==> src/rtl/gcd_pkg.sv <==
// Shared definitions for the GCD operand loader and the GCD core it feeds.
package gcd_pkg;

  localparam int NIBBLES_PER_PAIR = 4;
  localparam int OPERAND_W        = 8;
  localparam int PAIR_W           = 2 * OPERAND_W;

  typedef enum logic [1:0] {
    COLLECT = 2'd0,
    FULL    = 2'd1,
    OFFER   = 2'd2
  } gcd_state_e;

  // Slot 0 is the most significant nibble of op_a, slot 3 the least significant of op_b.
  function automatic logic [PAIR_W-1:0] insert_nibble(
    input logic [PAIR_W-1:0] pair,
    input logic [1:0]        slot,
    input logic [3:0]        nib
  );
    logic [PAIR_W-1:0] res;
    res = pair;
    case (slot)
      2'd0:    res[15:12] = nib;
      2'd1:    res[11:8]  = nib;
      2'd2:    res[7:4]   = nib;
      default: res[3:0]   = nib;
    endcase
    return res;
  endfunction

endpackage

==> src/rtl/key_debounce.sv <==
// One push-button: 2-flop synchronizer, level debouncer and single-cycle press pulse.
module key_debounce #(
  parameter int DB_CYCLES = 1
) (
  input  logic clk,
  input  logic rst_n,
  input  logic key_n,
  output logic press
);

  localparam logic [7:0] DB_LAST = 8'(DB_CYCLES - 1);

  logic       sync1_q, sync1_d;
  logic       sync2_q, sync2_d;
  logic [1:0] fill_q, fill_d;
  logic       level_q, level_d;
  logic [7:0] cnt_q, cnt_d;
  logic       armed_q, armed_d;
  logic       press_q, press_d;

  // fill_q marks when sync2_q carries a real post-reset sample rather than its reset value;
  // armed_q stays low until the key has been seen released, so a key held through reset never fires.
  always_comb begin
    sync1_d = key_n;
    sync2_d = sync1_q;
    fill_d  = {fill_q[0], 1'b1};
    level_d = level_q;
    cnt_d   = cnt_q;
    armed_d = armed_q;
    press_d = 1'b0;
    if (fill_q[1]) begin
      if (sync2_q) begin
        armed_d = 1'b1;
      end
      if (sync2_q == level_q) begin
        cnt_d = 8'd0;
      end else if (cnt_q == DB_LAST) begin
        cnt_d   = 8'd0;
        level_d = sync2_q;
        press_d = armed_q & ~sync2_q;
      end else begin
        cnt_d = cnt_q + 8'd1;
      end
    end
  end

  always_ff @(posedge clk) begin
    if (!rst_n) begin
      sync1_q <= 1'b1;
      sync2_q <= 1'b1;
      fill_q  <= 2'b00;
      level_q <= 1'b1;
      cnt_q   <= 8'd0;
      armed_q <= 1'b0;
      press_q <= 1'b0;
    end else begin
      sync1_q <= sync1_d;
      sync2_q <= sync2_d;
      fill_q  <= fill_d;
      level_q <= level_d;
      cnt_q   <= cnt_d;
      armed_q <= armed_d;
      press_q <= press_d;
    end
  end

  assign press = press_q;

endmodule

==> src/rtl/gcd_operand_loader.sv <==
// Builds an operand pair for the GCD core from four switch nibbles entered with push-buttons.
module gcd_operand_loader
  import gcd_pkg::*;
#(
  parameter int DB_CYCLES = 1
) (
  input  logic       clk,
  input  logic       rst_n,
  input  logic [3:0] sw,
  input  logic [1:0] key,
  input  logic       out_ready,
  output logic       op_valid,
  output logic [7:0] op_a,
  output logic [7:0] op_b,
  output logic [2:0] nib_cnt
);

  localparam logic [2:0] LAST_SLOT = 3'(NIBBLES_PER_PAIR - 1);

  logic [1:0] press;

  generate
    for (genvar gi = 0; gi < 2; gi++) begin : g_key
      key_debounce #(
        .DB_CYCLES(DB_CYCLES)
      ) u_key_debounce (
        .clk  (clk),
        .rst_n(rst_n),
        .key_n(key[gi]),
        .press(press[gi])
      );
    end
  endgenerate

  gcd_state_e        state_q, state_d;
  logic [2:0]        nib_cnt_q, nib_cnt_d;
  logic [PAIR_W-1:0] pair_q, pair_d;
  logic              op_valid_q, op_valid_d;

  always_comb begin
    state_d    = state_q;
    nib_cnt_d  = nib_cnt_q;
    pair_d     = pair_q;
    op_valid_d = op_valid_q;
    case (state_q)
      COLLECT: begin
        if (press[0]) begin
          pair_d    = insert_nibble(pair_q, nib_cnt_q[1:0], sw);
          nib_cnt_d = nib_cnt_q + 3'd1;
          if (nib_cnt_q == LAST_SLOT) begin
            state_d = FULL;
          end
        end
      end
      FULL: begin
        if (press[1]) begin
          state_d    = OFFER;
          op_valid_d = 1'b1;
        end
      end
      OFFER: begin
        // Operands keep their values after the handshake; the next pair overwrites them slot by slot.
        if (op_valid_q && out_ready) begin
          state_d    = COLLECT;
          nib_cnt_d  = 3'd0;
          op_valid_d = 1'b0;
        end
      end
      default: begin
        state_d    = COLLECT;
        nib_cnt_d  = 3'd0;
        op_valid_d = 1'b0;
      end
    endcase
  end

  always_ff @(posedge clk) begin
    if (!rst_n) begin
      state_q    <= COLLECT;
      nib_cnt_q  <= 3'd0;
      pair_q     <= '0;
      op_valid_q <= 1'b0;
    end else begin
      state_q    <= state_d;
      nib_cnt_q  <= nib_cnt_d;
      pair_q     <= pair_d;
      op_valid_q <= op_valid_d;
    end
  end

  assign op_valid = op_valid_q;
  assign op_a     = pair_q[PAIR_W-1:OPERAND_W];
  assign op_b     = pair_q[OPERAND_W-1:0];
  assign nib_cnt  = nib_cnt_q;

endmodule

==> config.mk <==
export PLATFORM = sky130hd
export DESIGN_NAME = gcd_operand_loader
export DESIGN_NICKNAME = d
export VERILOG_FILES = /design/src/rtl/gcd_pkg.sv /design/src/rtl/key_debounce.sv /design/src/rtl/gcd_operand_loader.sv
export SDC_FILE = /design/constraint.sdc
export NUM_CORES = 1
export LEC_CHECK = 0
export BUFFER_PORTS_ARGS = -buffer_cell sky130_fd_sc_hd__buf_2
export CORE_AREA = 10 10 90 92
export DETAILED_ROUTE_END_ITERATION = 8
export DIE_AREA = 0 0 100 102
export GPL_TIMING_DRIVEN = 0
export SLEW_MARGIN = 5
export SYNTH_ARGS = -nofsm -noshare
export SYNTH_HDL_FRONTEND = slang
export SYNTH_SLANG_ARGS = --single-unit
==> constraint.sdc <==
create_clock -name clk -period 3.32 [get_ports clk]
set_clock_uncertainty 0.15 [all_clocks]
set_input_delay 0.332 -clock clk [delete_from_list [all_inputs] [get_ports clk]]
set_output_delay 0.332 -clock clk [all_outputs]
set_load 0.03 [all_outputs]
# Word level (Yosys, flattened, before mapping)
# Index checks and enable logic that the tools add are counted.
# totals
reg_bits	52
latch_bits	0
mem_bits_rw	0
mem_bits_ro	0
in_bits	9
output_inout_bits	20
wordCells	87
n_memories	0
# op_classes
add_sub_neg	3
multipliers	0
div_mod_pow	0
magnitude_cmp	0
eq_ne	11
shift	0
n_mux	17
n_bitwise	14
reduce_logical	19
# op_table
operator	n
8-bit 2-to-1 mux	4
3-bit AND reduction	8
8-bit by 1-bit adder with 8-bit output (second input constant)	2
8-bit logical NOT	2
1-bit NOT	12
3-bit case mux with 3 select lines	1
2-bit 2-to-1 mux	4
4-bit OR reduction	2
3-bit 2-to-1 mux	2
2-bit case mux with 3 select lines	1
2-bit by 1-bit == test with 1-bit output (second input constant)	2
2-bit == test (second input constant)	2
2-bit logical NOT	2
1-bit 2-to-1 mux	4
2-bit by 1-bit inequality test with 1-bit output (second input constant)	2
2-bit inequality test (second input constant)	2
2-bit AND reduction	2
4-bit AND reduction	1
3-bit by 1-bit adder with 3-bit output (second input constant)	1
3-bit by 2-bit == test with 1-bit output (second input constant)	1
1-bit case mux with 3 select lines	1
3-bit OR reduction	1
1-bit bitwise AND	2
1-bit == test	2
1-bit logical AND	1

# Logic depth before layout (Yosys ltp)
# logic_depth
ltp_word	4
mapped_depth	6

# By module
# From an unflattened synthesis, not the netlist that was laid out.
# unflattened
cells_unflattened	249
area_unflattened_um2	2336.0
# by_module_without_submodules
mod	n_inst	cells_each	area_each_um2
key_debounce	2	74	684.4
gcd_operand_loader	1	101	967.2

# Least setup slack after synthesis
# Ideal clock, no wire load.
# synth_path
path_type	register to register
startpoint	register nib_cnt_q[0], in the netlist nib_cnt[0]
endpoint	register pair_q[12]
setup_time_ns	0.116
arrival_ns	1.320
path_slack_ns	1.734
path_stages_with_launch	7
n_path_buf	1
path_cell_list	dfxtp_1 > inv_1 > ha_1 > and2_1 > clkbuf_2 > mux2i_1 > nor2b_1
# synth_between
elab_chain_len	2
# synth_rtl
item	line_no	text
start, declared	gcd_operand_loader.sv:36	logic [2:0] nib_cnt_q, nib_cnt_d;
start signal, assigned	gcd_operand_loader.sv:85	nib_cnt_q <= nib_cnt_d;
2-bit logical NOT	gcd_pkg.sv:22	case (slot)
3-bit AND reduction (no source line)	--	
end signal, assigned	gcd_operand_loader.sv:86	pair_q <= pair_d;
end, declared	gcd_operand_loader.sv:37	logic [PAIR_W-1:0] pair_q, pair_d;
# Every way passes these cells.
# A chain may end at the register's enable or synchronous reset.

# Worst setup path in the final report
# layout_path
startpoint	register g_key[0].u_key_debounce.cnt_q[0]
endpoint	register g_key[0].u_key_debounce.cnt_q[0]
# layout_between
elab_chain_len	3
word_cells_on_any_way	4
cone_classes	1 x add/sub; 2 x mux; 1 x reduce/logical
# layout_rtl
item	line_no	text
start, declared	key_debounce.sv:17	logic [7:0] cnt_q, cnt_d;
start signal, assigned	key_debounce.sv:61	cnt_q <= cnt_d;
8-bit by 1-bit adder with 8-bit output or 8-bit logical NOT (tied branches)	key_debounce.sv:42, key_debounce.sv:37	
8-bit 2-to-1 mux (*)	key_debounce.sv:37	end else if (cnt_q == DB_LAST) begin
8-bit 2-to-1 mux (*)	key_debounce.sv:35	if (sync2_q == level_q) begin
# Every way passes the cells marked *; elsewhere a longest branch is shown, timed or not.

==> impl_metrics.yaml <==
global_routing:
  grt_pass1_wl_mm: 7.29
  grt_usage_pct: 8.64
  grt_pass1_vias: 1527
  grt_max_degree: 15
  antenna_found_initial: 0
  grt-ovfl-total: 0
clock_network:
  cts_sinks: 50
  cts_tree: "done"
  clk_pin_slew_ps: 90
  htreeDepth: 2
  cts_buffers: 5
  clock_path_buffers: 2
  cts_repair_resize_count: 0
  cts_setup_buffers: 0
  clk_latency_ps: 300
  cts_root_buf: "clkbuf_8"
  holdBufCountCts: 0
floorplan:
  rows: 29
  core_um2: 6280
  initial_core_util_pct: 34.7
  die_h_um: 102
  die_w_um: 100
  num_io_pins: 29
  fp.dieArea_um2: 10200
critical_path:
  required_ps: 3350
  worst-r2r-setup-slack_ps: 1510
  arrival_ps: 1850
  crit_slowest_cell: "nor4b_1"
  worst-path-max-fanout: 8
  crit_path_end: "g_key[0].u_key_debounce.cnt_q[0]"
  crit_path_max_incr_delay_ps: 390
  crit_chain: "inv_1 -> ha_1 -> nor4b_1 -> nand2_1 -> nand3_1 -> nor2_1"
  critical_path_class: "reg -> reg"
  regToRegStartpoint: "g_key[0].u_key_debounce.cnt_q[0]"
  worstSetupStartpoint: "g_key[0].u_key_debounce.cnt_q[0]"
  crit_path_start_kind: "register"
  r2r_cells: 6
  cp-end-kind: "register"
  regToRegEndpoint: "g_key[0].u_key_debounce.cnt_q[0]"
logic_synthesis:
  yosys-top-cells-count: "dfxtp_1 (50), nor2b_1 (26), nor2_1 (19), mux2i_1 (18), nand2_1 (12)"
  synth_nets: 241
  yosys-top-cells-area: "dfxtp_1 (46%), mux2i_1 (8.3%), nor2b_1 (7.5%)"
  synthCells: 223
  ys_warn_count: 0
  syn-mean-instance-area_um2: 9.78
  syn-cell-area_um2: 2180
  async_flop_share_pct: 0
  synth_most_common_cell: "dfxtp_1"
  synth_cell_types: 35
  synth_top_area_share_pct: 45.9
  synth_top_area_cell: "dfxtp_1"
  ys_seq_area_share_pct: 45.9
  synth_seq_cells: 50
  synth_edf_count: 0
  ys.flop_type: "dfxtp_1"
timing:
  fin_crit_ps: 1810
  hold_slack_ps: 27.4
  rsz0062_at_grt: "no"
  finalSetupViolations: 0
  maxSlewViolCount: 0
  worst_pin_slew_ps: 484
  relSlewSlack_pct: 67.6
  hold_violations: 0
  fin_crit_sh_pct: 54.6
  max_freq_mhz: 551
  fin_setup_tns_ps: 0
power_and_ir_drop:
  p_int_uw: 868
  netSwitchingPower_uw: 216
  p_comb_share_pct: 4.1
  pwr-share-seq_pct: 56.5
  clkPwrFrac_pct: 39.4
  p_sw_share_pct: 20.0
  peakVddDrop_mv: 0.244
  power_density_nw_per_um2: 428
  total_power_uw: 1080
  total_leakage_power_uw: 0.00100
final_layout:
  area_growth_pct: 16.0
  n_antenna_cell: 0
  layout-drive-gt1-share_pct: 17.8
  final_net_count: 276
  n_fill_cell: 643
  layout.cells.non_filler: 335
routing:
  drt_iter0_drc: 40
  drt_pass1_iterations: 4
  drc: 0
  vias_per_cell: 4.61
  routed_wl_mm: 4.16
  wire_per_inst_um: 12.4
  postRouteAntennaNets: 0
  num_vias: 1545
min_path:
  min_path_type: "in -> reg"
placed_design:
  gp_congestion: 0.768
  io_buffers: 28
  place_inst: 328
  hpwl_mm: 3.09
job:
  cap_violations: 0
status:
  status: "finished clean"
worst min-delay path by stage:
stage                                     from                                end  slack (ps)  cells after the start
2_1_floorplan                            rst_n  g_key[1].u_key_debounce.fill_q[0]         210                      0
3_3_place_gp   g_key[1].u_key_debounce.sync1_q    g_key[1].u_key_debounce.sync2_q         240                      1
3_5_place_dp   g_key[0].u_key_debounce.sync1_q    g_key[0].u_key_debounce.sync2_q         250                      1
4_1_cts                                  rst_n  g_key[1].u_key_debounce.fill_q[0]          10                      1
5_1_grt                                  rst_n  g_key[1].u_key_debounce.fill_q[0]          20                      1
6_report                                 rst_n  g_key[1].u_key_debounce.fill_q[0]          30                      1
final cells by class:
type	count	area [µm²]	share of cell area, %
multi-input combinational	157	1110	44.0
sequential	50	1000	39.6
timing repair buffer	28	140	5.54
tap	77	96.3	3.81
clock buffer	6	82.6	3.26
buffer	9	40.0	1.58
clock inverter	1	30.0	1.19
inverter	7	26.3	1.04
per-stage QoR:
stage | worst slack (ps) | instance area [µm²] | utilization [%]
finish | 1510 | 2530 | 40.3
global route | 1270 | 2530 | 40.3
CTS | 1480 | 2530 | 40.3
detailed placement | 1510 | 2420 | 38.5
global placement | 1530 | 2420 | 38.5
floorplan | 1730 | 2180 | -
routing by layer:
layer | vias up | global-route usage, % | part of all wire (%)
li1 | 815 | - | -
met1 | 714 | 11.0 | 48
met2 | 11 | 13.4 | 48
met3 | 5 | 2.23 | 2.7
met4 | 0 | 3.91 | 1.3
met5 | - | 0 | 0
cell families after synthesis:
| group | count (synthesis) | synth area share [%] |
|---|---|---|
| multiplexers | 18 | 8.26 |
| AND/OR/NAND/NOR | 95 | 25.6 |
| adder cells (fa/ha/maj) | 9 | 5.16 |
| AO/OA/AOI/OAI | 24 | 7.63 |
| buffers and inverters | 16 | 3.04 |
| flip-flops | 50 | 45.9 |
| XOR/XNOR | 11 | 4.42 |
placed cells by master (no fill, tap or decap):
master	synthesis	layout
a211o_1	1	1
a211oi_4	1	1
a21boi_0	1	1
a21o_1	2	2
a21oi_1	11	11
a22o_1	3	3
a31oi_1	4	4
and2_1	5	5
and2b_2	1	1
and3_1	2	2
buf_1	1	1
buf_2	1	29
bufinv_16	0	1
clkbuf_1	3	3
clkbuf_2	4	4
clkbuf_8	0	6
dfxtp_1	50	50
ha_1	9	9
inv_1	7	7
mux2i_1	18	18
nand2_1	12	12
nand2b_1	8	8
nand3_1	7	7
nand4_1	3	3
nand4b_1	2	2
nor2_1	19	19
nor2b_1	26	26
nor3_1	2	2
nor3_2	1	1
nor3b_1	2	2
nor3b_4	1	1
nor4b_1	2	2
nor4b_4	1	1
nor4bb_1	1	1
o21ai_2	1	1
xnor2_1	7	7
xor2_1	4	4
registers in the layout, summed over array words and instances (netlist names):
| name | count |
|---|---|
| g_key.u_key_debounce.sync2_q | 2 |
| nib_cnt | 3 |
| state_q | 2 |
| g_key.u_key_debounce.fill_q | 2 |
| pair_q | 16 |
| op_valid | 1 |
| g_key.u_key_debounce.level_q | 2 |
| g_key.u_key_debounce.sync1_q | 2 |
| g_key.u_key_debounce.cnt_q | 16 |
| g_key.u_key_debounce.press | 2 |
| g_key.u_key_debounce.armed_q | 2 |
power groups by stage:
stage	Combinational [µW]	Clock (µW)	Sequential (µW)
after floorplan	29.9	0	625
after global placement	44.8	0	627
after detailed placement	45.3	0	627
after CTS	45.5	450	613
after global routing	51.4	470	614
final	44.9	427	612
critical path: cells and delay by family (launching register included):
family	cells	cell delay, ps
simple gates	4	980
flops	1	360
fa+ha+maj	1	130
buf+inv	1	70
Note: power is estimated with default switching activity, not from simulation.
